`config.mk`:
```
export PLATFORM = sky130hd
export DESIGN_NAME = ghost_dir_chooser_flat
export DESIGN_NICKNAME = d
export VERILOG_FILES = /design/src/rtl/ghost_dir_chooser_if.sv /design/src/rtl/ghost_dir_chooser.sv /design/src/flat_wrapper.sv
export SDC_FILE = /design/constraint.sdc
export NUM_CORES = 1
export LEC_CHECK = 0
export BUFFER_PORTS_ARGS = -buffer_cell sky130_fd_sc_hd__buf_2
export CAP_MARGIN = 20
export CELL_PAD_IN_SITES_DETAIL_PLACEMENT = 1
export CELL_PAD_IN_SITES_GLOBAL_PLACEMENT = 1
export CORE_MARGIN = 5
export CORE_UTILIZATION = 46
export CTS_BUF_LIST = sky130_fd_sc_hd__clkbuf_4 sky130_fd_sc_hd__clkbuf_8
export DETAILED_ROUTE_END_ITERATION = 12
export PLACE_DENSITY_LB_ADDON = 0.1
export SETUP_SLACK_MARGIN = 0.05
export SYNTH_ARGS = -nofsm -noshare
export SYNTH_HDL_FRONTEND = slang
export SYNTH_SLANG_ARGS = --single-unit
```
`constraint.sdc`:
```
create_clock -name Clk -period 7.9 [get_ports Clk]
set_input_delay 1.58 -clock Clk [delete_from_list [all_inputs] [get_ports Clk]]
set_output_delay 1.58 -clock Clk [all_outputs]
set_load 0.02 [all_outputs]
```
`src/rtl/ghost_dir_chooser_if.sv`:
```
// Bundle of the per-ghost inputs (frame/sec timing, wall probes, positions)
// and the chosen direction / phase outputs.
interface ghost_dir_chooser_if;
  logic       frame_clk;
  logic       sec;
  logic       restart;
  logic       lifeDown;
  logic [4:0] mapL;
  logic [4:0] mapR;
  logic [4:0] mapB;
  logic [4:0] mapT;
  logic [9:0] ghostX;
  logic [9:0] ghostY;
  logic [9:0] targetX;
  logic [9:0] targetY;
  logic [7:0] randomkeycode;
  logic [1:0] phase;

  // Driver side: supplies timing, probes and positions, observes the choice.
  modport master (
    output frame_clk, sec, restart, lifeDown,
    output mapL, mapR, mapB, mapT,
    output ghostX, ghostY, targetX, targetY,
    input  randomkeycode, phase
  );

  // Chooser side.
  modport slave (
    input  frame_clk, sec, restart, lifeDown,
    input  mapL, mapR, mapB, mapT,
    input  ghostX, ghostY, targetX, targetY,
    output randomkeycode, phase
  );
endinterface

```
`src/rtl/ghost_dir_chooser.sv`:
```
// Ghost direction chooser: on each frame tick picks L/R/D/U from the wall
// probes, steering toward a target in CHASE and LFSR-random in ROAM, with a
// timed RELEASE/CHASE/ROAM phase machine driven by one-second pulses.
// Directions are held internally as one-hot vectors, bit0=U bit1=L bit2=D
// bit3=R, which is also the U,L,D,R fallback priority order.
module ghost_dir_chooser #(
  parameter int unsigned RELEASE_SECS = 3,
  parameter int unsigned CHASE_SECS   = 20,
  parameter int unsigned ROAM_SECS    = 7,
  parameter int unsigned MIN_HOLD     = 8,
  parameter logic [7:0]  LFSR_SEED    = 8'hA5
) (
  input logic             Clk,
  input logic             Reset,
  ghost_dir_chooser_if.slave bus
);
  localparam logic [7:0] KEY_NONE = 8'h00;
  localparam logic [7:0] KEY_L    = 8'h04;
  localparam logic [7:0] KEY_R    = 8'h07;
  localparam logic [7:0] KEY_D    = 8'h16;
  localparam logic [7:0] KEY_U    = 8'h1A;

  localparam int unsigned SEC_MAX =
    (CHASE_SECS > ROAM_SECS) ? ((CHASE_SECS > RELEASE_SECS) ? CHASE_SECS : RELEASE_SECS)
                             : ((ROAM_SECS > RELEASE_SECS) ? ROAM_SECS : RELEASE_SECS);
  localparam int unsigned SEC_W  = $clog2(SEC_MAX + 1);
  localparam int unsigned HOLD_W = $clog2(MIN_HOLD + 1);

  typedef enum logic [1:0] {
    ST_RELEASE = 2'd0,
    ST_CHASE   = 2'd1,
    ST_ROAM    = 2'd2
  } state_t;

  function automatic logic [3:0] key_to_dir(input logic [7:0] key);
    case (key)
      KEY_U:   return 4'b0001;
      KEY_L:   return 4'b0010;
      KEY_D:   return 4'b0100;
      KEY_R:   return 4'b1000;
      default: return 4'b0000;
    endcase
  endfunction

  function automatic logic [7:0] dir_to_key(input logic [3:0] dir);
    case (dir)
      4'b0001: return KEY_U;
      4'b0010: return KEY_L;
      4'b0100: return KEY_D;
      4'b1000: return KEY_R;
      default: return KEY_NONE;
    endcase
  endfunction

  // Isolates the lowest set bit, i.e. the first direction in U,L,D,R order.
  function automatic logic [3:0] first_set(input logic [3:0] v);
    return v & (~v + 4'd1);
  endfunction

  state_t            state_q, state_d;
  logic [SEC_W-1:0]  sec_cnt_q, sec_cnt_d;
  logic [HOLD_W-1:0] hold_q, hold_d;
  logic [7:0]        key_q, key_d;
  logic [7:0]        lfsr_q, lfsr_d;
  logic              frame_s1_q, frame_s2_q, frame_s3_q;
  logic              tick;

  logic [3:0]  open_v, cur_v, rev_v, cand_v;
  logic        cand_le1, tunnel;
  logic [10:0] dx, dy, adx, ady;
  logic [3:0]  tow_x, tow_y, prim_v, sec_v, chase_v, roam_rot, roam_pick, roam_v;
  logic [7:0]  roam_wide, roam_back;
  logic [7:0]  dec_key;
  logic [HOLD_W-1:0] dec_hold;

  assign tick   = frame_s2_q & ~frame_s3_q;
  assign lfsr_d = {lfsr_q[6:0], lfsr_q[7] ^ lfsr_q[5] ^ lfsr_q[4] ^ lfsr_q[3]};

  assign open_v   = {bus.mapR == 5'd0, bus.mapB == 5'd0, bus.mapL == 5'd0, bus.mapT == 5'd0};
  assign cur_v    = key_to_dir(key_q);
  // Opposite direction: U<->D, L<->R. With no current direction there is nothing to exclude.
  assign rev_v    = {cur_v[1], cur_v[0], cur_v[3], cur_v[2]};
  assign cand_v   = open_v & ~rev_v;
  assign cand_le1 = ((cand_v & (cand_v - 4'd1)) == 4'd0);
  assign tunnel   = (bus.ghostY >= 10'd195) && (bus.ghostY <= 10'd223) &&
                    ((bus.ghostX <= 10'd10) || (bus.ghostX >= 10'd390));

  // Target deltas in 11-bit two's complement; the sign bit picks the toward direction.
  assign dx     = {1'b0, bus.targetX} - {1'b0, bus.ghostX};
  assign dy     = {1'b0, bus.targetY} - {1'b0, bus.ghostY};
  assign adx    = dx[10] ? (~dx + 11'd1) : dx;
  assign ady    = dy[10] ? (~dy + 11'd1) : dy;
  assign tow_x  = (dx == 11'd0) ? 4'b0000 : (dx[10] ? 4'b0010 : 4'b1000);
  assign tow_y  = (dy == 11'd0) ? 4'b0000 : (dy[10] ? 4'b0001 : 4'b0100);
  assign prim_v = (adx >= ady) ? tow_x : tow_y;
  assign sec_v  = (adx >= ady) ? tow_y : tow_x;

  // Roam: rotate candidates so the LFSR-selected start is bit0, take the first, rotate back.
  assign roam_wide = {cand_v, cand_v} >> lfsr_q[1:0];
  assign roam_rot  = roam_wide[3:0];
  assign roam_pick = first_set(roam_rot);
  assign roam_back = {roam_pick, roam_pick} << lfsr_q[1:0];
  assign roam_v    = roam_back[7:4];

  // Chase preference: primary toward, secondary toward, then U,L,D,R.
  always_comb begin
    chase_v = first_set(cand_v);
    if ((prim_v & cand_v) != 4'd0) begin
      chase_v = prim_v;
    end else if ((sec_v & cand_v) != 4'd0) begin
      chase_v = sec_v;
    end
  end

  // Direction decision and hold counter update for a tick in CHASE/ROAM.
  always_comb begin
    dec_key  = key_q;
    dec_hold = hold_q;
    if (!tunnel) begin
      if (cand_v == 4'd0) begin
        if ((rev_v & open_v) != 4'd0) begin
          dec_key = dir_to_key(rev_v);
        end
      end else if (((cur_v & open_v) != 4'd0) && (hold_q < HOLD_W'(MIN_HOLD)) && cand_le1) begin
        dec_key = key_q;
      end else if (state_q == ST_CHASE) begin
        dec_key = dir_to_key(chase_v);
      end else begin
        dec_key = dir_to_key(roam_v);
      end
      if (dec_key != key_q) begin
        dec_hold = '0;
      end else if (hold_q != HOLD_W'(MIN_HOLD)) begin
        dec_hold = hold_q + 1'b1;
      end
    end
  end

  // Phase machine on sec pulses, decision capture on ticks, restart/lifeDown override.
  always_comb begin
    state_d   = state_q;
    sec_cnt_d = sec_cnt_q;
    key_d     = key_q;
    hold_d    = hold_q;
    if (bus.sec) begin
      sec_cnt_d = sec_cnt_q + 1'b1;
      case (state_q)
        ST_RELEASE: if (sec_cnt_q == SEC_W'(RELEASE_SECS - 1)) begin
          state_d   = ST_CHASE;
          sec_cnt_d = '0;
        end
        ST_CHASE: if (sec_cnt_q == SEC_W'(CHASE_SECS - 1)) begin
          state_d   = ST_ROAM;
          sec_cnt_d = '0;
        end
        ST_ROAM: if (sec_cnt_q == SEC_W'(ROAM_SECS - 1)) begin
          state_d   = ST_CHASE;
          sec_cnt_d = '0;
        end
        default: begin
          state_d   = ST_RELEASE;
          sec_cnt_d = '0;
        end
      endcase
    end
    // Decision uses the pre-update phase (state_q) even when sec lands on the same cycle.
    if (tick && (state_q != ST_RELEASE)) begin
      key_d  = dec_key;
      hold_d = dec_hold;
    end
    if (bus.restart || bus.lifeDown) begin
      state_d   = ST_RELEASE;
      sec_cnt_d = '0;
      key_d     = KEY_NONE;
      hold_d    = '0;
    end
  end

  // State registers; the LFSR is only reseeded by the hard reset.
  always_ff @(posedge Clk or negedge Reset) begin
    if (!Reset) begin
      state_q    <= ST_RELEASE;
      sec_cnt_q  <= '0;
      hold_q     <= '0;
      key_q      <= KEY_NONE;
      lfsr_q     <= LFSR_SEED;
      frame_s1_q <= 1'b0;
      frame_s2_q <= 1'b0;
      frame_s3_q <= 1'b0;
    end else begin
      state_q    <= state_d;
      sec_cnt_q  <= sec_cnt_d;
      hold_q     <= hold_d;
      key_q      <= key_d;
      lfsr_q     <= lfsr_d;
      frame_s1_q <= bus.frame_clk;
      frame_s2_q <= frame_s1_q;
      frame_s3_q <= frame_s2_q;
    end
  end

  assign bus.randomkeycode = key_q;
  assign bus.phase         = state_q;
endmodule

```
`src/flat_wrapper.sv`:
```
// flat-port wrapper written by rule: the top's interface ports become plain ports
module ghost_dir_chooser_flat 
#(
  parameter int unsigned RELEASE_SECS = 3,
  parameter int unsigned CHASE_SECS   = 20,
  parameter int unsigned ROAM_SECS    = 7,
  parameter int unsigned MIN_HOLD     = 8,
  parameter logic [7:0]  LFSR_SEED    = 8'hA5
)
  (Clk, Reset, bus_frame_clk, bus_sec, bus_restart, bus_lifeDown, bus_mapL, bus_mapR, bus_mapB, bus_mapT, bus_ghostX, bus_ghostY, bus_targetX, bus_targetY, bus_randomkeycode, bus_phase);
  ghost_dir_chooser_if bus_i ();
  input logic Clk;
  input logic Reset;
  input wire logic [$bits(bus_i.frame_clk)-1:0] bus_frame_clk;
  input wire logic [$bits(bus_i.sec)-1:0] bus_sec;
  input wire logic [$bits(bus_i.restart)-1:0] bus_restart;
  input wire logic [$bits(bus_i.lifeDown)-1:0] bus_lifeDown;
  input wire logic [$bits(bus_i.mapL)-1:0] bus_mapL;
  input wire logic [$bits(bus_i.mapR)-1:0] bus_mapR;
  input wire logic [$bits(bus_i.mapB)-1:0] bus_mapB;
  input wire logic [$bits(bus_i.mapT)-1:0] bus_mapT;
  input wire logic [$bits(bus_i.ghostX)-1:0] bus_ghostX;
  input wire logic [$bits(bus_i.ghostY)-1:0] bus_ghostY;
  input wire logic [$bits(bus_i.targetX)-1:0] bus_targetX;
  input wire logic [$bits(bus_i.targetY)-1:0] bus_targetY;
  output wire logic [$bits(bus_i.randomkeycode)-1:0] bus_randomkeycode;
  output wire logic [$bits(bus_i.phase)-1:0] bus_phase;
  assign bus_i.frame_clk = bus_frame_clk;
  assign bus_i.sec = bus_sec;
  assign bus_i.restart = bus_restart;
  assign bus_i.lifeDown = bus_lifeDown;
  assign bus_i.mapL = bus_mapL;
  assign bus_i.mapR = bus_mapR;
  assign bus_i.mapB = bus_mapB;
  assign bus_i.mapT = bus_mapT;
  assign bus_i.ghostX = bus_ghostX;
  assign bus_i.ghostY = bus_ghostY;
  assign bus_i.targetX = bus_targetX;
  assign bus_i.targetY = bus_targetY;
  assign bus_randomkeycode = bus_i.randomkeycode;
  assign bus_phase = bus_i.phase;
  ghost_dir_chooser #(.RELEASE_SECS(RELEASE_SECS), .CHASE_SECS(CHASE_SECS), .ROAM_SECS(ROAM_SECS), .MIN_HOLD(MIN_HOLD), .LFSR_SEED(LFSR_SEED)) u_core (.Clk(Clk), .Reset(Reset), .bus(bus_i));
endmodule
```
==> flow_summary.yaml <==
global_route:
  grt_pass1_wl_um: 19200
  antenna_found_initial: 0
  grt_usage: 0.219
  grt_pass1_vias: 4198
  grt-ovfl-total: 0
  grt_start_max_net_pins: 31
logic_synthesis:
  syn_inst: 505
  yosysTopAreaCell: "dfrtp_1"
  synth_async_sr_flop_share: 1.00
  synth_top_area_frac: 0.162
  syn_nets: 610
  synth_cell_types: 76
  ys_warn_count: 0
  syn-mean-instance-area_sq_um: 7.93
  syn_area_sq_um: 4010
  ys_ff_latch: 30
  synth-edff-count: 0
  ys_seq_area_frac: 0.189
  ys.flop_type: "dfrtp_1"
  synth_area_leaders: "dfrtp_1, ha_1, xnor2_1"
pwr:
  switching_share: 0.392
  power.leakage_uw: 0.00205
  seqPwrFrac: 0.278
  intPower_uw: 357
  p_clk_frac: 0.226
  power_switching_uw: 229
  p_per_area_nw_per_um2: 129
  ir_drop_mv: 0.130
  p_comb_frac: 0.495
layout:
  nets: 679
  synthToLayoutAreaGrowth_pct: 13.3
  nFillCells: 1105
  antennaDiodeCount: 0
  stdcell_count: 683
  drive_gt1_frac: 0.197
cts:
  cts.sinks: 30
  holdBufCountCts: 0
  post_cts_resized: 0
  cts_setup_buffers: 0
  htreeDepth: 2
  clock_path_buffers: 2
  clk_pin_slew_ns: 0.07
  clk_latency_ns: 0.29
  cts_inserted_buffers: 5
  cts-root-buf: "clkbuf_8"
  cts_tree: "done"
sta:
  finalSetupTns_ns: 0
  hold_viol_final: 0
  min_period_ns: 6.91
  setup_viol: 0
  min_period_over_period: 0.875
  max_freq_mhz: 145
  skew_ns: 0.00782
  rsz0062_at_grt: "false"
  slew_headroom: 0.505
  tightest_slew_ns: 0.724
  maxSlewViolCount: 0
drt:
  dr.pass1.iters: 4
  drt_iter0_drc: 75
  detail-route-antenna-nets: 0
  wl_per_cell_um: 16.6
  routed_wl_um: 11300
  drcViolationCount: 0
  viasPerCell: 5.88
  via_count: 4013
floorplanning:
  start_util: 0.466
  die_w_um: 103
  num_io_pins: 76
  core_area_sq_um: 8590
  die-area_sq_um: 10700
  dieHeight_um: 103
  num_rows: 34
setup_path:
  startpoint: "bus_targetY[0]"
  worst_setup_path_end_kind: "flop"
  worstReg2RegStart: "u_core.bus.randomkeycode[6]"
  worstPathCellList: "buf_2 > inv_1 > ha_1 > inv_1 > fa_1 > a211oi_2 > nor3_1 > a2111oi_4 > o21a_1 > o21ai_0 > xnor2_1 > ha_1 > a211oi_1 > nor2_1 > a2111oi_0 > o21ai_0 > nand2_1 > o41ai_1 > a21oi_1 > a21o_1 > mux2i_1 > a211oi_4 > a31oi_1 > o32ai_2"
  crit_family: "compound AO/OA/AOI/OAI gates"
  crit_required_ns: 8.06
  path_class: "in -> reg"
  worstPathArrival_ns: 7.08
  cp_slowest_cell: "o21a_1"
  slowest_delay_ns: 0.49
  path_buf_inv: 3
  crit_fanout: 15
  start_kind: "input port"
job:
  maxCapViolations: 0
hold_path:
  hp-start: "u_core.lfsr_q[6]"
  hold_path.class: "reg -> reg"
place:
  port_buffers: 75
  place_congestion: 0.893
  hpwl_um: 9430
  numPlacedInstances: 675
run_status:
  status: "finished clean"
## final timing paths
check / to / slack (ns) / depth (start not counted)
min reg2reg: u_core.lfsr_q[7] / 0.36 / 0
max reg2reg: u_core.hold_q[1] / 3.87 / 12
min in group asynchronous: u_core.bus.randomkeycode[0] / 1.32 / 1
max: u_core.hold_q[1] / 0.99 / 24
min: u_core.lfsr_q[7] / 0.36 / 0
max in group asynchronous: u_core.sec_cnt_q[2] / 6.15 / 1
## power groups by stage
| stage | Clock, uW | Combinational [uW] | Sequential (uW) |
|---|---|---|---|
| finish | 133 | 290 | 163 |
| global placement | 0 | 274 | 166 |
| global route | 144 | 329 | 164 |
| floorplan | 0 | 218 | 164 |
| detailed placement | 0 | 291 | 166 |
| CTS | 136 | 293 | 163 |
## sequential cells by signal, indices dropped and copies added (netlist names)
name	count
u_core.bus.randomkeycode	8
u_core.hold_q	4
u_core.frame_s2_q	1
u_core.lfsr_q	8
u_core.sec_cnt_q	5
u_core.frame_s3_q	1
u_core.bus.phase	2
u_core.frame_s1_q	1
## area by class of cell
cell class | count | area [sq um] | area share
tap | 108 | 135 | 0.0298
clock buffer | 7 | 90.1 | 0.0199
clock inverter | 1 | 5.00 | 0.00110
multi-input combinational | 416 | 3000 | 0.662
sequential | 30 | 756 | 0.167
timing repair buffer | 75 | 375 | 0.0827
inverter | 46 | 173 | 0.0380
## cell families (layout without fill, tap and decap cells)
group / Yosys count / after routing / synth area share
flops: 30 / 30 / 0.189
fa+ha+maj: 39 / 39 / 0.126
buf+inv: 59 / 129 / 0.0612
xor+xnor: 34 / 34 / 0.0744
mux: 11 / 11 / 0.0278
simple gates: 185 / 185 / 0.246
compound gates: 147 / 147 / 0.276
## Yosys cell counts (all sizes together) (9+ instances only)
library cell and count:
nor2 51, inv 46, ha 37, nand2 34
a21oi 29, dfrtp 26, o21ai 25, xnor2 24
nor3 21, nand3 18, nor2b 11, mux2i 10
o22ai 10, xor2 10, buf 9, nand2b 9
## cells in the final DEF (no fill, tap or decap), types with 9 or more instances in the layout
cell,n
a21oi_1,29
buf_2,75
dfrtp_1,26
ha_1,37
inv_1,45
mux2i_1,10
nand2_1,34
nand2b_1,9
nand3_1,17
nor2_1,50
nor2b_1,11
nor3_1,20
o21ai_0,23
o22ai_1,10
xnor2_1,24
xor2_1,10
## per-stage QoR
| step | hold slack, ns | power (uW) | setup WS [ns] | util | area (sq um) |
|---|---|---|---|---|---|
| 4_1_cts | 0.357 | 592 | 0.991 | 0.528 | 4540 |
| 3_5_place_dp | 0.343 | 457 | 0.736 | 0.517 | 4440 |
| 5_1_grt | 0.376 | 636 | 0.488 | 0.528 | 4540 |
| 3_3_place_gp | 0.336 | 440 | 1.05 | 0.517 | 4440 |
| 2_1_floorplan | 0.331 | 383 | 1.54 | - | 4010 |
| 6_report | 0.359 | 586 | 0.986 | 0.528 | 4540 |
## per-layer routing
| metal | track usage | up-vias | routed length (um) |
|---|---|---|---|
| li1 | - | 1995 | - |
| met1 | 0.266 | 1934 | 4940 |
| met2 | 0.413 | 68 | 5870 |
| met3 | 0.0282 | 16 | 361 |
| met4 | 0.0428 | 0 | 166 |
| met5 | 0 | - | 0 |
No activity file was read; power rests on OpenSTA's default activity.
